[config.mk]
export PLATFORM = sky130hd
export DESIGN_NAME = box_plotter
export DESIGN_NICKNAME = d
export VERILOG_FILES = /design/src/rtl/box_plotter_pkg.sv /design/src/rtl/box_plotter_raster.sv /design/src/rtl/box_plotter.sv
export SDC_FILE = /design/constraint.sdc
export NUM_CORES = 1
export LEC_CHECK = 0
export CAP_MARGIN = 20
export CORE_MARGIN = 10
export CORE_UTILIZATION = 50
export DETAILED_ROUTE_END_ITERATION = 10
export PLACE_DENSITY = 0.83
export SLEW_MARGIN = 30
export SYNTH_ARGS = -nofsm -noshare
export SYNTH_HDL_FRONTEND = slang
export SYNTH_SLANG_ARGS = --single-unit
[constraint.sdc]
create_clock -name clk -period 3.9 [get_ports clk]
set_input_delay 0.39 -clock clk [delete_from_list [all_inputs] [get_ports clk]]
set_output_delay 0.39 -clock clk [all_outputs]
set_load 0.03 [all_outputs]
[src/rtl/box_plotter_pkg.sv]
// Shared definitions for the box plotter datapath.
//   - mode encoding of the request's mode field
//   - FSM state enumeration
//   - visible screen dimensions used for clipping
package box_plotter_pkg;

    localparam logic [1:0] MODE_FILL    = 2'b00;
    localparam logic [1:0] MODE_OUTLINE = 2'b01;
    localparam logic [1:0] MODE_ERASE   = 2'b10;

    localparam int SCREEN_W = 160;
    localparam int SCREEN_H = 120;

    typedef enum logic [1:0] {
        IDLE = 2'b00,
        DRAW = 2'b01,
        DONE = 2'b10
    } state_t;

endpackage

[src/rtl/box_plotter_raster.sv]
// raster_counter: column/row walker for a box of size w x h.
// The counter holds the position of the pixel most recently emitted.
// next_col/next_row give the position that follows it in raster order,
// and is_border tells whether that following position lies on the box edge.
// last_col/last_row describe the current position, so last_col && last_row
// marks the final pixel of the box.
// Ports:
//   clk, resetn      clock, synchronous active-low reset
//   load             clear col/row to 0
//   enable           advance to the next raster position
//   w, h             box size (both >= 1 while enabled)
//   next_col/row     position following the current one
//   last_col/row     current column/row is the last one
//   is_border        next position lies on the outline
module raster_counter #(
    parameter int W_MAX = 16,
    parameter int H_MAX = 16,
    parameter int CW    = $clog2(W_MAX + 1),
    parameter int RW    = $clog2(H_MAX + 1)
) (
    input  logic          clk,
    input  logic          resetn,
    input  logic          load,
    input  logic          enable,
    input  logic [CW-1:0] w,
    input  logic [RW-1:0] h,
    output logic [CW-1:0] next_col,
    output logic [RW-1:0] next_row,
    output logic          last_col,
    output logic          last_row,
    output logic          is_border
);

    localparam logic [CW-1:0] ONE_C = CW'(1);
    localparam logic [RW-1:0] ONE_R = RW'(1);

    logic [CW-1:0] col_r;
    logic [RW-1:0] row_r;

    // Wrap detection and the following raster position.
    always_comb begin
        last_col = (col_r == (w - ONE_C));
        last_row = (row_r == (h - ONE_R));
        if (last_col) begin
            next_col = {CW{1'b0}};
            next_row = row_r + ONE_R;
        end else begin
            next_col = col_r + ONE_C;
            next_row = row_r;
        end
        is_border = (next_col == {CW{1'b0}}) || (next_col == (w - ONE_C)) ||
                    (next_row == {RW{1'b0}}) || (next_row == (h - ONE_R));
    end

    // Column/row registers: clear on load, step on enable.
    always_ff @(posedge clk) begin
        if (!resetn) begin
            col_r <= {CW{1'b0}};
            row_r <= {RW{1'b0}};
        end else if (load) begin
            col_r <= {CW{1'b0}};
            row_r <= {RW{1'b0}};
        end else if (enable) begin
            col_r <= next_col;
            row_r <= next_row;
        end
    end

endmodule

[src/rtl/box_plotter.sv]
// box_plotter: walks a requested rectangle in raster order and emits one
// pixel (x, y, colour, plot) per cycle to the VGA adapter, clipping pixels
// that fall off screen and suppressing interior pixels in outline mode.
// Pixel 0 is produced at the accepting edge directly from the request
// inputs; every later pixel comes from the raster counter's next position,
// so pixel k appears k+1 cycles after the start is accepted.
// Ports:
//   clk, resetn                     clock, synchronous active-low reset
//   start / ready                   request handshake (ready only in IDLE)
//   x_in, y_in                      box origin (top-left)
//   width_in, height_in             box size, clamped to MAX_W / MAX_H
//   colour_in, mode                 fill colour, 00 fill 01 outline 10 erase
//   x_out, y_out, colour_out, plot  registered pixel stream
//   done                            one-cycle pulse after the last pixel
module box_plotter
    import box_plotter_pkg::*;
#(
    parameter int  X_W       = 8,
    parameter int  Y_W       = 7,
    parameter int  C_W       = 3,
    parameter int  MAX_W     = 16,
    parameter int  MAX_H     = 16,
    parameter int  BG_COLOUR = 0,
    localparam int SW_W      = $clog2(MAX_W + 1),
    localparam int SH_W      = $clog2(MAX_H + 1)
) (
    input  logic            clk,
    input  logic            resetn,
    input  logic            start,
    input  logic [X_W-1:0]  x_in,
    input  logic [Y_W-1:0]  y_in,
    input  logic [SW_W-1:0] width_in,
    input  logic [SH_W-1:0] height_in,
    input  logic [C_W-1:0]  colour_in,
    input  logic [1:0]      mode,
    output logic            ready,
    output logic [X_W-1:0]  x_out,
    output logic [Y_W-1:0]  y_out,
    output logic [C_W-1:0]  colour_out,
    output logic            plot,
    output logic            done
);

    state_t          state_r;
    logic [X_W-1:0]  x0_r;
    logic [Y_W-1:0]  y0_r;
    logic [SW_W-1:0] w_r;
    logic [SH_W-1:0] h_r;
    logic [C_W-1:0]  colour_r;
    logic [1:0]      mode_r;

    logic [X_W-1:0]  x_out_r;
    logic [Y_W-1:0]  y_out_r;
    logic [C_W-1:0]  colour_out_r;
    logic            plot_r;
    logic            done_r;

    logic [SW_W-1:0] w_clamp_s;
    logic [SH_W-1:0] h_clamp_s;
    logic            load_s;
    logic            enable_s;
    logic [SW_W-1:0] next_col_s;
    logic [SH_W-1:0] next_row_s;
    logic            last_col_s;
    logic            last_row_s;
    logic            is_border_s;

    logic [X_W-1:0]  base_x_s;
    logic [Y_W-1:0]  base_y_s;
    logic [SW_W-1:0] pix_col_s;
    logic [SH_W-1:0] pix_row_s;
    logic            border_s;
    logic [1:0]      mode_s;
    logic [C_W-1:0]  colour_s;
    logic [X_W:0]    sum_x_s;
    logic [Y_W:0]    sum_y_s;
    logic            on_screen_s;
    logic            plot_s;
    logic [C_W-1:0]  pix_colour_s;

    // Clamp the requested size to the supported maximum.
    always_comb begin
        if (width_in > SW_W'(MAX_W)) begin
            w_clamp_s = SW_W'(MAX_W);
        end else begin
            w_clamp_s = width_in;
        end
        if (height_in > SH_W'(MAX_H)) begin
            h_clamp_s = SH_W'(MAX_H);
        end else begin
            h_clamp_s = height_in;
        end
    end

    // Counter control: clear on acceptance, step while pixels remain.
    always_comb begin
        load_s   = (state_r == IDLE) && start;
        enable_s = (state_r == DRAW) && !(last_col_s && last_row_s);
    end

    raster_counter #(
        .W_MAX (MAX_W),
        .H_MAX (MAX_H)
    ) u_raster (
        .clk       (clk),
        .resetn    (resetn),
        .load      (load_s),
        .enable    (enable_s),
        .w         (w_r),
        .h         (h_r),
        .next_col  (next_col_s),
        .next_row  (next_row_s),
        .last_col  (last_col_s),
        .last_row  (last_row_s),
        .is_border (is_border_s)
    );

    // Select the pixel to emit at the next edge, add, clip and apply mode.
    always_comb begin
        if (state_r == IDLE) begin
            // Pixel 0 is always (0,0), which is always on the outline.
            base_x_s  = x_in;
            base_y_s  = y_in;
            pix_col_s = {SW_W{1'b0}};
            pix_row_s = {SH_W{1'b0}};
            border_s  = 1'b1;
            mode_s    = mode;
            colour_s  = colour_in;
        end else begin
            base_x_s  = x0_r;
            base_y_s  = y0_r;
            pix_col_s = next_col_s;
            pix_row_s = next_row_s;
            border_s  = is_border_s;
            mode_s    = mode_r;
            colour_s  = colour_r;
        end
        sum_x_s = {1'b0, base_x_s} + (X_W + 1)'(pix_col_s);
        sum_y_s = {1'b0, base_y_s} + (Y_W + 1)'(pix_row_s);
        on_screen_s = !sum_x_s[X_W] && !sum_y_s[Y_W] &&
                      (32'(sum_x_s[X_W-1:0]) < SCREEN_W) &&
                      (32'(sum_y_s[Y_W-1:0]) < SCREEN_H);
        if (mode_s == MODE_OUTLINE) begin
            plot_s = on_screen_s && border_s;
        end else begin
            plot_s = on_screen_s;
        end
        if (mode_s == MODE_ERASE) begin
            pix_colour_s = C_W'(BG_COLOUR);
        end else begin
            pix_colour_s = colour_s;
        end
    end

    // FSM, request latch and registered pixel outputs.
    always_ff @(posedge clk) begin
        if (!resetn) begin
            state_r      <= IDLE;
            x0_r         <= {X_W{1'b0}};
            y0_r         <= {Y_W{1'b0}};
            w_r          <= {SW_W{1'b0}};
            h_r          <= {SH_W{1'b0}};
            colour_r     <= {C_W{1'b0}};
            mode_r       <= 2'b00;
            x_out_r      <= {X_W{1'b0}};
            y_out_r      <= {Y_W{1'b0}};
            colour_out_r <= {C_W{1'b0}};
            plot_r       <= 1'b0;
            done_r       <= 1'b0;
        end else begin
            case (state_r)
                IDLE: begin
                    done_r <= 1'b0;
                    if (start) begin
                        x0_r     <= x_in;
                        y0_r     <= y_in;
                        w_r      <= w_clamp_s;
                        h_r      <= h_clamp_s;
                        colour_r <= colour_in;
                        mode_r   <= mode;
                        if ((w_clamp_s == {SW_W{1'b0}}) || (h_clamp_s == {SH_W{1'b0}})) begin
                            state_r <= DONE;
                            done_r  <= 1'b1;
                            plot_r  <= 1'b0;
                        end else begin
                            state_r <= DRAW;
                            plot_r  <= plot_s;
                            if (plot_s) begin
                                x_out_r      <= sum_x_s[X_W-1:0];
                                y_out_r      <= sum_y_s[Y_W-1:0];
                                colour_out_r <= pix_colour_s;
                            end
                        end
                    end else begin
                        plot_r <= 1'b0;
                    end
                end
                DRAW: begin
                    if (last_col_s && last_row_s) begin
                        state_r <= DONE;
                        done_r  <= 1'b1;
                        plot_r  <= 1'b0;
                    end else begin
                        plot_r <= plot_s;
                        if (plot_s) begin
                            x_out_r      <= sum_x_s[X_W-1:0];
                            y_out_r      <= sum_y_s[Y_W-1:0];
                            colour_out_r <= pix_colour_s;
                        end
                    end
                end
                DONE: begin
                    state_r <= IDLE;
                    done_r  <= 1'b0;
                    plot_r  <= 1'b0;
                end
                default: begin
                    state_r <= IDLE;
                    done_r  <= 1'b0;
                    plot_r  <= 1'b0;
                end
            endcase
        end
    end

    assign ready      = (state_r == IDLE);
    assign x_out      = x_out_r;
    assign y_out      = y_out_r;
    assign colour_out = colour_out_r;
    assign plot       = plot_r;
    assign done       = done_r;

endmodule

==> flow_metrics.tcl <==
set metrics [dict create \
    outcome "finished, violations left" \
    violations "setup timing" \
    coreArea_mm2 0.007727 \
    cp-end-kind "flop" \
    p_leak_nw 2.103 \
    total_power_mw 1.809 \
    crit_chain "inv_4, ha_4, nor3b_4, xor3_2, or3_4, nand2_4, nor2_4, ha_4, inv_4, fa_2, nand2b_4, a21oi_4, or4_4, mux2i_4, a31oi_4, nor3_4, buf_4, mux2i_1" \
    grt-ovfl-total 0 \
    initial_core_util_pct 51.28 \
    tightest_slew_ns 0.7345 \
    wire_per_inst_um 17.42 \
    layout_common_cells "nand2_1 (120), dfxtp_1 (61), clkdlybuf4s50_1 (53), a21oi_1 (40), buf_4 (39)" \
    rsz0062_at_grt "yes" \
    avgSynthCellArea_um2 7.831 \
    h-tree-depth 3 \
    max_freq_ghz 0.2540 \
    die_h_um 109.0 \
    final_util_pct 69.04 \
    crit_arrival_ns 4.21 \
    powerDensity_mw_per_mm2 339.1 \
    skew_ns 0.007883 \
    path_max_fanout 5 \
    ys_async_sr_fraction_pct 0 \
    drive_gt1_share_pct 19.59 \
    path_clk_slew_ns 0.07 \
    synth_area_mm2 0.003963 \
    cts_hold_buf 0 \
    hold_end "mode_r[1]" \
    ys_seq_elements 62 \
    holdCritStartpoint "mode_r[1]" \
    synth_cell_types 62 \
    ctsRootBufferMaster "clkbuf_8" \
    diodes 0 \
    seqCellArea_mm2 0.001245 \
    min_path_cells 2 \
    synth_enable_flop_cells 0 \
    drt-pass1-iter-count 5 \
    vias 4015 \
    cts_buffer_depth 2 \
    fin_crit_ns 3.937 \
    cp.required_ns 4.17 \
    grt_antenna_before_repair 0 \
    path_class "reg -> reg" \
    setup-violations-final 9 \
    chipWidth_um 109.0 \
    synth-simple-area-share_pct 27.69 \
    numCtsBuffers 9 \
    slew-limit-headroom_pct 50.96 \
    slew_viol_final 0 \
    synth_fa_ha_area_share_pct 5.431 \
    grt_max_degree 38 \
    drv_cap 0 \
    wirelength_um 12090 \
    seq_area_frac_synth_pct 31.32 \
    dieArea_mm2 0.01189 \
    syn_inst 506 \
    drt-initial-drc-count 299 \
    ff2ff_path_depth 18 \
    post-place-ws_ns -0.09344 \
    synth_top_family_by_area "simple AND/OR/NAND/NOR gates" \
    hold_class "reg -> reg" \
    nNetsFinal 636 \
    slowest_stage "or4_4" \
    synth_compound_area_share_pct 15.85 \
    clk_latency_ns 0.34 \
    dp_cells 659 \
    fillCellCount 576 \
    max-vdd-ir-drop_uv 230.5 \
    fin_crit_sh_pct 100.9 \
    synth_fp_nets 555 \
    via_per_inst 5.785 \
    grt_pass1_vias 4014 \
    remaining_drc_errors 0 \
    layout_setup_ws_ns -0.03682 \
    hold_slack_ns 0.4550 \
    worst_path_largest_cell_delay_ns 0.58 \
    gr-usage-all-layers_pct 19.11 \
    final_common_cell "nand2_1" \
    multi_input_area_mm2 0.002791 \
    yosysWarnings 0 \
    muxShareOfSynthArea_pct 5.873 \
    area_delta_synth_final_pct 34.64 \
    clock_sinks 62 \
    start_kind "flop" \
    ant_nets 0 \
    r2r_end "y_out[5]" \
    place_hpwl_um 7836 \
    num_rows 32 \
    portBuffers 53 \
    regToRegSetupSlack_ns -0.04 \
    instances_no_fill 694 \
    synth_flop_cell "dfxtp_1" \
    io_pins 54 \
    hold_viol_final 0 \
    grt_pass1_wl_um 18530 \
    r2r_start "w_r[1]" \
    cts_tree "done" \
    synth_xor_area_share_pct 9.031 \
    place.gp.congestion 0.9086 \
]
[metal layers]
metal  part of all wire [%]  GRT usage, %  up-vias
met4                    3.4         9.416        0
met2                     50         33.25      161
li1                       -             -     1905
met3                    6.9         5.546       43
met5                      0             0        -
met1                     39         20.80     1906
[metrics by stage]
stage	area (µm²)	TNS, ns
finish	5335	-0.1311
global route	5335	-2.010
CTS	5039	0
detailed placement	4703	-0.6933
global placement	4703	0
floorplan	3969	0
[synthesized netlist by cell type, drive strengths merged, types with 5 or more instances]
master / count / area share [%]
nor4: 5 / 0.79
nor3: 10 / 1.7
ha: 14 / 4.4
nand3b: 10 / 1.9
nor2: 36 / 3.5
a21o: 7 / 1.3
nand2: 121 / 11
a21oi: 41 / 5.2
mux2i: 21 / 5.3
xnor2: 19 / 4.2
buf: 9 / 1.4
a211oi: 6 / 1.4
o21ai: 9 / 1.1
clkbuf: 18 / 1.7
nand3: 12 / 1.6
a31oi: 6 / 0.95
dfxtp: 62 / 31
nand4: 5 / 0.79
inv: 18 / 1.7
xor2: 14 / 3.1
nand2b: 6 / 0.95
[timing repair]
action | in CTS | in global routing
setup buffers | 6 | 13
gates resized for setup | 21 | 44
endpoints found under the setup margin | 19 | 19
gates cloned | 0 | 1
pin swaps | 8 | 21
[worst max path at each step]
stage | startpoint | endpoint | slack [ns] | depth (start not counted)
after floorplan | w_r[0] | x_out[0] | 0.02 | 15
after detailed placement | w_r[1] | y_out[6] | -0.09 | 17
after global routing | w_r[1] | y_out[5] | -0.17 | 21
after CTS | w_r[1] | x_out[3] | 0.0002 | 17
final | w_r[1] | y_out[5] | -0.04 | 18
after global placement | w_r[1] | y_out[3] | 0.04 | 18
[cell families after synthesis]
family          Yosys count
fa+ha+maj                16
buf+inv                  45
simple gates            231
compound gates           93
flops                    62
xor+xnor                 36
mux                      23
[critical path, delay by kind of cell, from the launching register on]
family	cells	cell delay, ns
multiplexers	2	0.43
flip-flops	1	0.36
AO/OA/AOI/OAI	2	0.21
XOR/XNOR	1	0.32
buffers and inverters	3	0.30
adder cells (fa/ha/maj)	3	0.51
AND/OR/NAND/NOR	7	1.74
[where the power goes]
part           leakage (nW)  internal (mW)  switching [mW]
Clock                0.0996          0.330           0.255
Sequential            0.508          0.674          0.0288
Combinational          1.50          0.238           0.284
[area by class of cell]
type / instances / share of cell area (%)
inverters: 18 / 1.360
multi-input cells: 399 / 52.32
well taps: 102 / 2.392
repair buffers: 97 / 16.82
clock inverters: 3 / 0.7974
clock buffers: 13 / 2.978
flip-flops and latches: 62 / 23.33
[registers in the layout (all words and copies together) (netlist names)]
register        count
state_r             2
done                1
y_out               7
x0_r                8
colour_out          3
mode_r              2
w_r                 5
u_raster.col_r      5
h_r                 5
y0_r                7
plot                1
u_raster.row_r      5
colour_r            3
x_out               8
Power figures use the tool's default switching activity.
